[config.mk]
export PLATFORM = sky130hd
export DESIGN_NAME = codecache_fill
export DESIGN_NICKNAME = d
export VERILOG_FILES = /design/src/rtl/codecache_pkg.sv /design/src/rtl/codecache_line_buf.sv /design/src/rtl/codecache_fill.sv
export SDC_FILE = /design/constraint.sdc
export NUM_CORES = 1
export LEC_CHECK = 0
export CAP_MARGIN = 10
export CORE_ASPECT_RATIO = 1.25
export CORE_MARGIN = 5
export CORE_UTILIZATION = 31
export DETAILED_ROUTE_END_ITERATION = 10
export SYNTH_ARGS = -nofsm -noshare
export SYNTH_HDL_FRONTEND = slang
export SYNTH_SLANG_ARGS = --single-unit
[constraint.sdc]
create_clock -name clk -period 2.5 [get_ports clk]
set_input_delay 0.375 -clock clk [delete_from_list [all_inputs] [get_ports clk]]
set_output_delay 0.375 -clock clk [all_outputs]
set_load 0.05 [all_outputs]
[src/rtl/codecache_pkg.sv]
// Shared constants, state encodings and address helpers for the code-cache refill engine.
package codecache_pkg;

  localparam int LINE_BYTES = 16;
  localparam int OFFS_W     = $clog2(LINE_BYTES);
  localparam int IDX_W      = 8;
  localparam int WORD_W     = 32;
  localparam int LINE_W     = 32 - OFFS_W;

  // Fill sequencer states, kept as plain constants so older tools can share them.
  typedef logic [2:0] fill_state_t;
  localparam fill_state_t ST_INIT   = 3'd0;
  localparam fill_state_t ST_IDLE   = 3'd1;
  localparam fill_state_t ST_FETCH  = 3'd2;
  localparam fill_state_t ST_INSERT = 3'd3;
  localparam fill_state_t ST_DONE   = 3'd4;

  function automatic logic [LINE_W-1:0] line_addr(input logic [31:0] addr);
    return addr[31:OFFS_W];
  endfunction

endpackage

[src/rtl/codecache_line_buf.sv]
// Line assembly buffer: one 32-bit register per word slot, written by slot as beats arrive.
module codecache_line_buf
  import codecache_pkg::*;
#(
  parameter int WORDS = 4
) (
  input  logic                    clk,
  input  logic                    rst,
  input  logic                    wr_en,
  input  logic [1:0]              wr_slot,
  input  logic [WORD_W-1:0]       wr_data,
  output logic [WORDS*WORD_W-1:0] line
);

  logic [WORD_W-1:0] words [WORDS];

  // Word registers; a beat lands in the slot named by its address, not its arrival order.
  always_ff @(posedge clk) begin
    if (rst) begin
      for (int i = 0; i < WORDS; i++) begin
        words[i] <= {WORD_W{1'b0}};
      end
    end else if (wr_en) begin
      words[wr_slot] <= wr_data;
    end
  end

  // Flatten with slot 0 in the low word.
  always_comb begin
    line = {(WORDS*WORD_W){1'b0}};
    for (int i = 0; i < WORDS; i++) begin
      line[i*WORD_W +: WORD_W] = words[i];
    end
  end

endmodule

[src/rtl/codecache_fill.sv]
// Refill engine for the 4-way code cache: init sweep after reset, then 4-beat line fills.
// Critical-word-first beat order is enabled by defining CODECACHE_FILL_CRITICAL_WORD_EN.
module codecache_fill
  import codecache_pkg::*;
#(
  parameter int SETS       = 256,
  parameter int LINE_WORDS = 4
) (
  input  logic                         clk,
  input  logic                         rst,
  input  logic                         miss_req,
  input  logic [31:0]                  miss_addr,
  output logic                         miss_ready,
  output logic                         fill_done,
  output logic                         busy,
  output logic [31:0]                  cc_addr,
  output logic                         cc_insert,
  output logic                         cc_initEntry,
  output logic [LINE_WORDS*WORD_W-1:0] cc_cacheLine,
  output logic                         mem_req,
  output logic [31:0]                  mem_addr,
  input  logic                         mem_ack,
  input  logic [31:0]                  mem_rdata
`ifdef CODECACHE_FILL_CRITICAL_WORD_EN
  ,
  output logic                         crit_valid,
  output logic [31:0]                  crit_data
`endif
);

  localparam logic [IDX_W:0] INIT_END = (IDX_W+1)'(SETS);

  fill_state_t       state, state_n;
  logic [IDX_W:0]    init_cnt, init_cnt_n;
  logic [LINE_W-1:0] line, line_n;
  logic [1:0]        beat, beat_n;
  logic [1:0]        start, start_n;
  logic [1:0]        miss_slot;
  logic              accept;
  logic              ack;
  logic              unused_bits;

`ifdef CODECACHE_FILL_CRITICAL_WORD_EN
  assign miss_slot   = miss_addr[3:2];
  assign unused_bits = ^miss_addr[1:0];
`else
  assign miss_slot   = 2'd0;
  assign unused_bits = ^miss_addr[3:0];
`endif

  // Next-state and fill bookkeeping.
  always_comb begin
    state_n    = state;
    init_cnt_n = init_cnt;
    line_n     = line;
    beat_n     = beat;
    start_n    = start;
    accept     = 1'b0;
    ack        = 1'b0;
    case (state)
      ST_INIT: begin
        if (init_cnt == INIT_END) begin
          state_n = ST_IDLE;
        end else begin
          init_cnt_n = init_cnt + {{IDX_W{1'b0}}, 1'b1};
        end
      end
      ST_IDLE: begin
        if (miss_req && miss_ready) begin
          accept  = 1'b1;
          state_n = ST_FETCH;
          line_n  = line_addr(miss_addr);
          beat_n  = 2'd0;
          start_n = miss_slot;
        end else begin
          state_n = ST_IDLE;
        end
      end
      ST_FETCH: begin
        if (mem_ack) begin
          ack     = 1'b1;
          beat_n  = beat + 2'd1;
          state_n = (beat == 2'd3) ? ST_INSERT : ST_FETCH;
        end else begin
          state_n = ST_FETCH;
        end
      end
      ST_INSERT: state_n = ST_DONE;
      ST_DONE:   state_n = ST_IDLE;
      default:   state_n = ST_INIT;
    endcase
  end

  // State registers; every output is registered from the state being entered.
  always_ff @(posedge clk) begin
    if (rst) begin
      state        <= ST_INIT;
      init_cnt     <= {(IDX_W+1){1'b0}};
      line         <= {LINE_W{1'b0}};
      beat         <= 2'd0;
      start        <= 2'd0;
      miss_ready   <= 1'b0;
      busy         <= 1'b1;
      fill_done    <= 1'b0;
      cc_insert    <= 1'b0;
      cc_initEntry <= 1'b0;
      mem_req      <= 1'b0;
      cc_addr      <= 32'd0;
      mem_addr     <= 32'd0;
    end else begin
      state        <= state_n;
      init_cnt     <= init_cnt_n;
      line         <= line_n;
      beat         <= beat_n;
      start        <= start_n;
      miss_ready   <= (state_n == ST_IDLE);
      busy         <= (state_n != ST_IDLE);
      fill_done    <= (state_n == ST_DONE);
      cc_insert    <= (state_n == ST_INSERT);
      cc_initEntry <= (state_n == ST_INIT);
      mem_req      <= (state_n == ST_FETCH);
      if (state_n == ST_INIT) begin
        cc_addr <= {{(32-IDX_W-OFFS_W){1'b0}}, init_cnt[IDX_W-1:0], {OFFS_W{1'b0}}};
      end else if (accept) begin
        cc_addr <= {line_n, {OFFS_W{1'b0}}};
      end
      // Beat address follows the rotated order; it only moves on an ack.
      if (state_n == ST_FETCH) begin
        mem_addr <= {line_n, start_n + beat_n, 2'b00};
      end
    end
  end

  codecache_line_buf #(
    .WORDS (LINE_WORDS)
  ) u_line_buf (
    .clk     (clk),
    .rst     (rst),
    .wr_en   (ack),
    .wr_slot (mem_addr[3:2]),
    .wr_data (mem_rdata),
    .line    (cc_cacheLine)
  );

`ifdef CODECACHE_FILL_CRITICAL_WORD_EN
  // The missed word is always the first beat of a fill.
  assign crit_valid = ack && (beat == 2'd0);
  assign crit_data  = mem_rdata;
`endif

endmodule

==> impl_metrics.toml <==
[outcome]
status = "finished clean"

[sta]
timing_hold_violations_final = 0
setup_slack_ns = 0.249
finalSetupViolCount = 0
finClkSkew_ns = 0.0179
period_minus_slack_ns = 2.25
drv_slew = 0
worst_pin_slew_ns = 0.794
setup-tns-final_ns = 0
fin_crit_sh_pct = 90.0
slew_headroom_pct = 47.1
fmax_mhz = 444
rsz0062_at_grt = "no"

[synth]
synthAdderAreaFrac_pct = 0.558
yosysUniqueCellTypes = 55
synthTopCellsByArea = "edfxtp_1, dfxtp_1, and2_1, nor2_1, nand2_1"
synth-simple-area-share_pct = 18.4
synthArstFlopShare_pct = 0
synth_seq_cells = 236
synth_top_flop_cell = "edfxtp_1"
yosys.area.top_type = "edfxtp_1"
synth_top_family_by_area = "simple AND/OR/NAND/NOR gates"
yosysWarningCount = 0
synthesis.instances = 724
syn-mean-instance-area_sq_um = 12.4
synth_compound_area_share_pct = 9.90
synth_area_sq_mm = 0.00897
synth_edf_count = 128
yosysTopAreaCellShare_pct = 42.8
muxShareOfSynthArea_pct = 0.279
ys_seq_area_share_pct = 66.9
synth_xor_area_share_pct = 0.586

[critical_path]
critical_path_buf_inv_count = 2
endpoint = "mem_addr[3]"
r2r-end = "mem_addr[3]"
crit_chain = "buf_4, clkdlybuf4s50_1"
crit_path_end_kind = "output port"
rr_worst_depth = 8
worst-path-max-fanout = 7
crit_path_max_incr_delay_ns = 0.89
cp_num_cells = 2
crit_arrival_ns = 1.88
start_kind = "flip-flop"
cpMaxStageDelayCell = "clkdlybuf4s50_1"
worstSetupStartpoint = "mem_addr[3]"
cp.required_ns = 2.12
rrSetupSlack_ns = 0.52
path_delay_family = "buffers and inverters"
worstReg2RegStart = "state[0]"
crit_type = "flip-flop to output port"

[finish]
final_util_pct = 44.7
fin_area_sq_mm = 0.0127
syn_to_final_growth_pct = 42.0
mostFrequentLayoutCells = "clkdlybuf4s50_1, and2_1, edfxtp_1"
mostFrequentLayoutCell = "clkdlybuf4s50_1"
nNetsFinal = 1050
drive_above_1_share_pct = 10.2
diodes = 0
num-fill-cells = 2604
fin_cells = 1352

[floorplanning]
die_h_um = 200
fp.dieArea_sq_mm = 0.0325
die_w_um = 162
io_pins = 266
core-area_sq_mm = 0.0285
num_rows = 69
start_util_pct = 31.5

[place]
hpwl_um = 15700
dp_slack_ns = 0.186
port_buffers = 255
placed_cells = 1306
dpl_cell_area_sq_mm = 0.0119
place.gp.congestion = 0.765

[clock_network]
cts-buffers-inserted = 25
clk_pin_slew_worst_paths_ns = 0.06
cts-resized-gates = 0
clockBufferDepth = 3
cts.sinks = 236
cts_tree = "yes"
cts_root_buf = "clkbuf_16"
clk_latency_ns = 0.53
ctsHtreeMaxLevel = 1
hold_buffers = 0
cts_setup_buffers = 0

[hold_path]
worstHoldPathType = "input pin to flip-flop"
hp-start = "rst"

[power]
clkPwrFrac_pct = 42.7
seqPwrFrac_pct = 49.2
internal_power_uw = 6540
ir_worst_vdd_v = 0.000372
swShare_pct = 23.0
power_density_mw_per_mm2 = 666
pwr-share-comb_pct = 8.1
switching_power_uw = 1950
leakagePower_uw = 0.00455

[global_routing]
antenna_found_initial = 0
grt_pass1_vias = 6192
grtUsageTotal_pct = 13.6
grt_max_degree = 70
grt.overflow.total = 0
grt_pass1_wl_um = 35600

[route]
ant_nets = 0
wirelength_um = 23100
drtIter0Drc = 292
wl_met1_um = 9340
viasPerCell = 4.52
drc = 0
dr_wl_met2_um = 11100
vias = 6112
drt_pass1_iterations = 4
avgRoutedWirePerCell_um = 17.1
routed.top_layer = "met4"
wl_met3_um = 2210

[job]
maxCapViolations = 0
[worst register-to-register path, delay by kind of cell (launching register included)]
kind	cells	cell delay, ns
muxes	1	0.11
adders and majority gates	1	0.22
AOI/OAI and AO/OA	2	0.17
and+or+nand+nor	4	0.86
DFF	1	0.56
[power by group through the flow]
stage          logic, uW  registers (uW)  clock network, uW
6_report             685            4180               3620
5_1_grt              714            4190               3880
4_1_cts              694            4180               3750
3_5_place_dp         694            4270                  0
3_3_place_gp         688            4260                  0
2_1_floorplan       98.6            4540                  0
[cells by family (layout without fill, tap and decap cells)]
logic type                 after synthesis  in the layout
other                                    1              6
buffers and inverters                   57            325
DFF                                    236            236
muxes                                    2              2
xor gates and xnor gates                 6              6
adders and majority gates                4              4
AOI/OAI and AO/OA                      109            109
and+or+nand+nor                        309            309
[per-layer routing]
layer | up-vias | track usage [%]
met5 | - | 0
met3 | 34 | 4.42
met2 | 239 | 23.8
met4 | 0 | 3.72
met1 | 2859 | 16.1
li1 | 2980 | -
[final cells by class]
| cell class | instances | area (sq um) | share of cell area, % |
|---|---|---|---|
| inverters | 6 | 22.5 | 0.177 |
| clock inverters | 10 | 103 | 0.805 |
| multi-input cells | 436 | 2710 | 21.2 |
| repair buffers | 273 | 2760 | 21.7 |
| clock buffers | 36 | 699 | 5.49 |
| well taps | 355 | 444 | 3.49 |
| flip-flops and latches | 236 | 6010 | 47.1 |
[per-stage QoR]
stage | hold WS, ns | power (uW)
2_1_floorplan | 0.447 | 4640
3_3_place_gp | 0.455 | 4950
3_5_place_dp | 0.456 | 4960
4_1_cts | 0.198 | 8620
5_1_grt | 0.229 | 8780
6_report | 0.226 | 8490
[cell usage after synthesis (2+ instances only)]
cell and count:
edfxtp_1 128, buf_4 8, a31o_2 2, or2_2 2, buf_2 20, and3_1 6, or3_1 2, o21ai_0 4
nand3_1 3, inv_1 6, o21ai_1 3, a21oi_1 7, a211oi_1 28, a21boi_1 28, nor2_1 79, buf_1 2
clkbuf_1 17, and2_1 129, ha_1 4, nand2b_1 2, a21oi_2 20, o21a_1 3, dfxtp_1 108, nor2b_1 2
nor3b_2 2, nand2_1 66, xor2_1 5, nand4_1 2, buf_6 4, a311oi_2 7
[registers in the layout (all words and copies together), names as in the netlist]
name / flops
beat: 2
busy: 1
cc_addr: 28
cc_initEntry: 1
cc_insert: 1
fill_done: 1
init_cnt: 9
line: 28
mem_addr: 30
mem_req: 1
miss_ready: 1
start: 2
state: 3
u_line_buf.words: 128
[worst min path at each step]
stage,slack [ns],to,cells after the start
floorplan,0.45,line[27],2
global placement,0.46,cc_addr[18],2
detailed placement,0.46,cc_addr[12],2
CTS,0.20,fill_done,3
global route,0.23,fill_done,3
finish,0.23,fill_done,3
(Power assumes the default switching activity.)
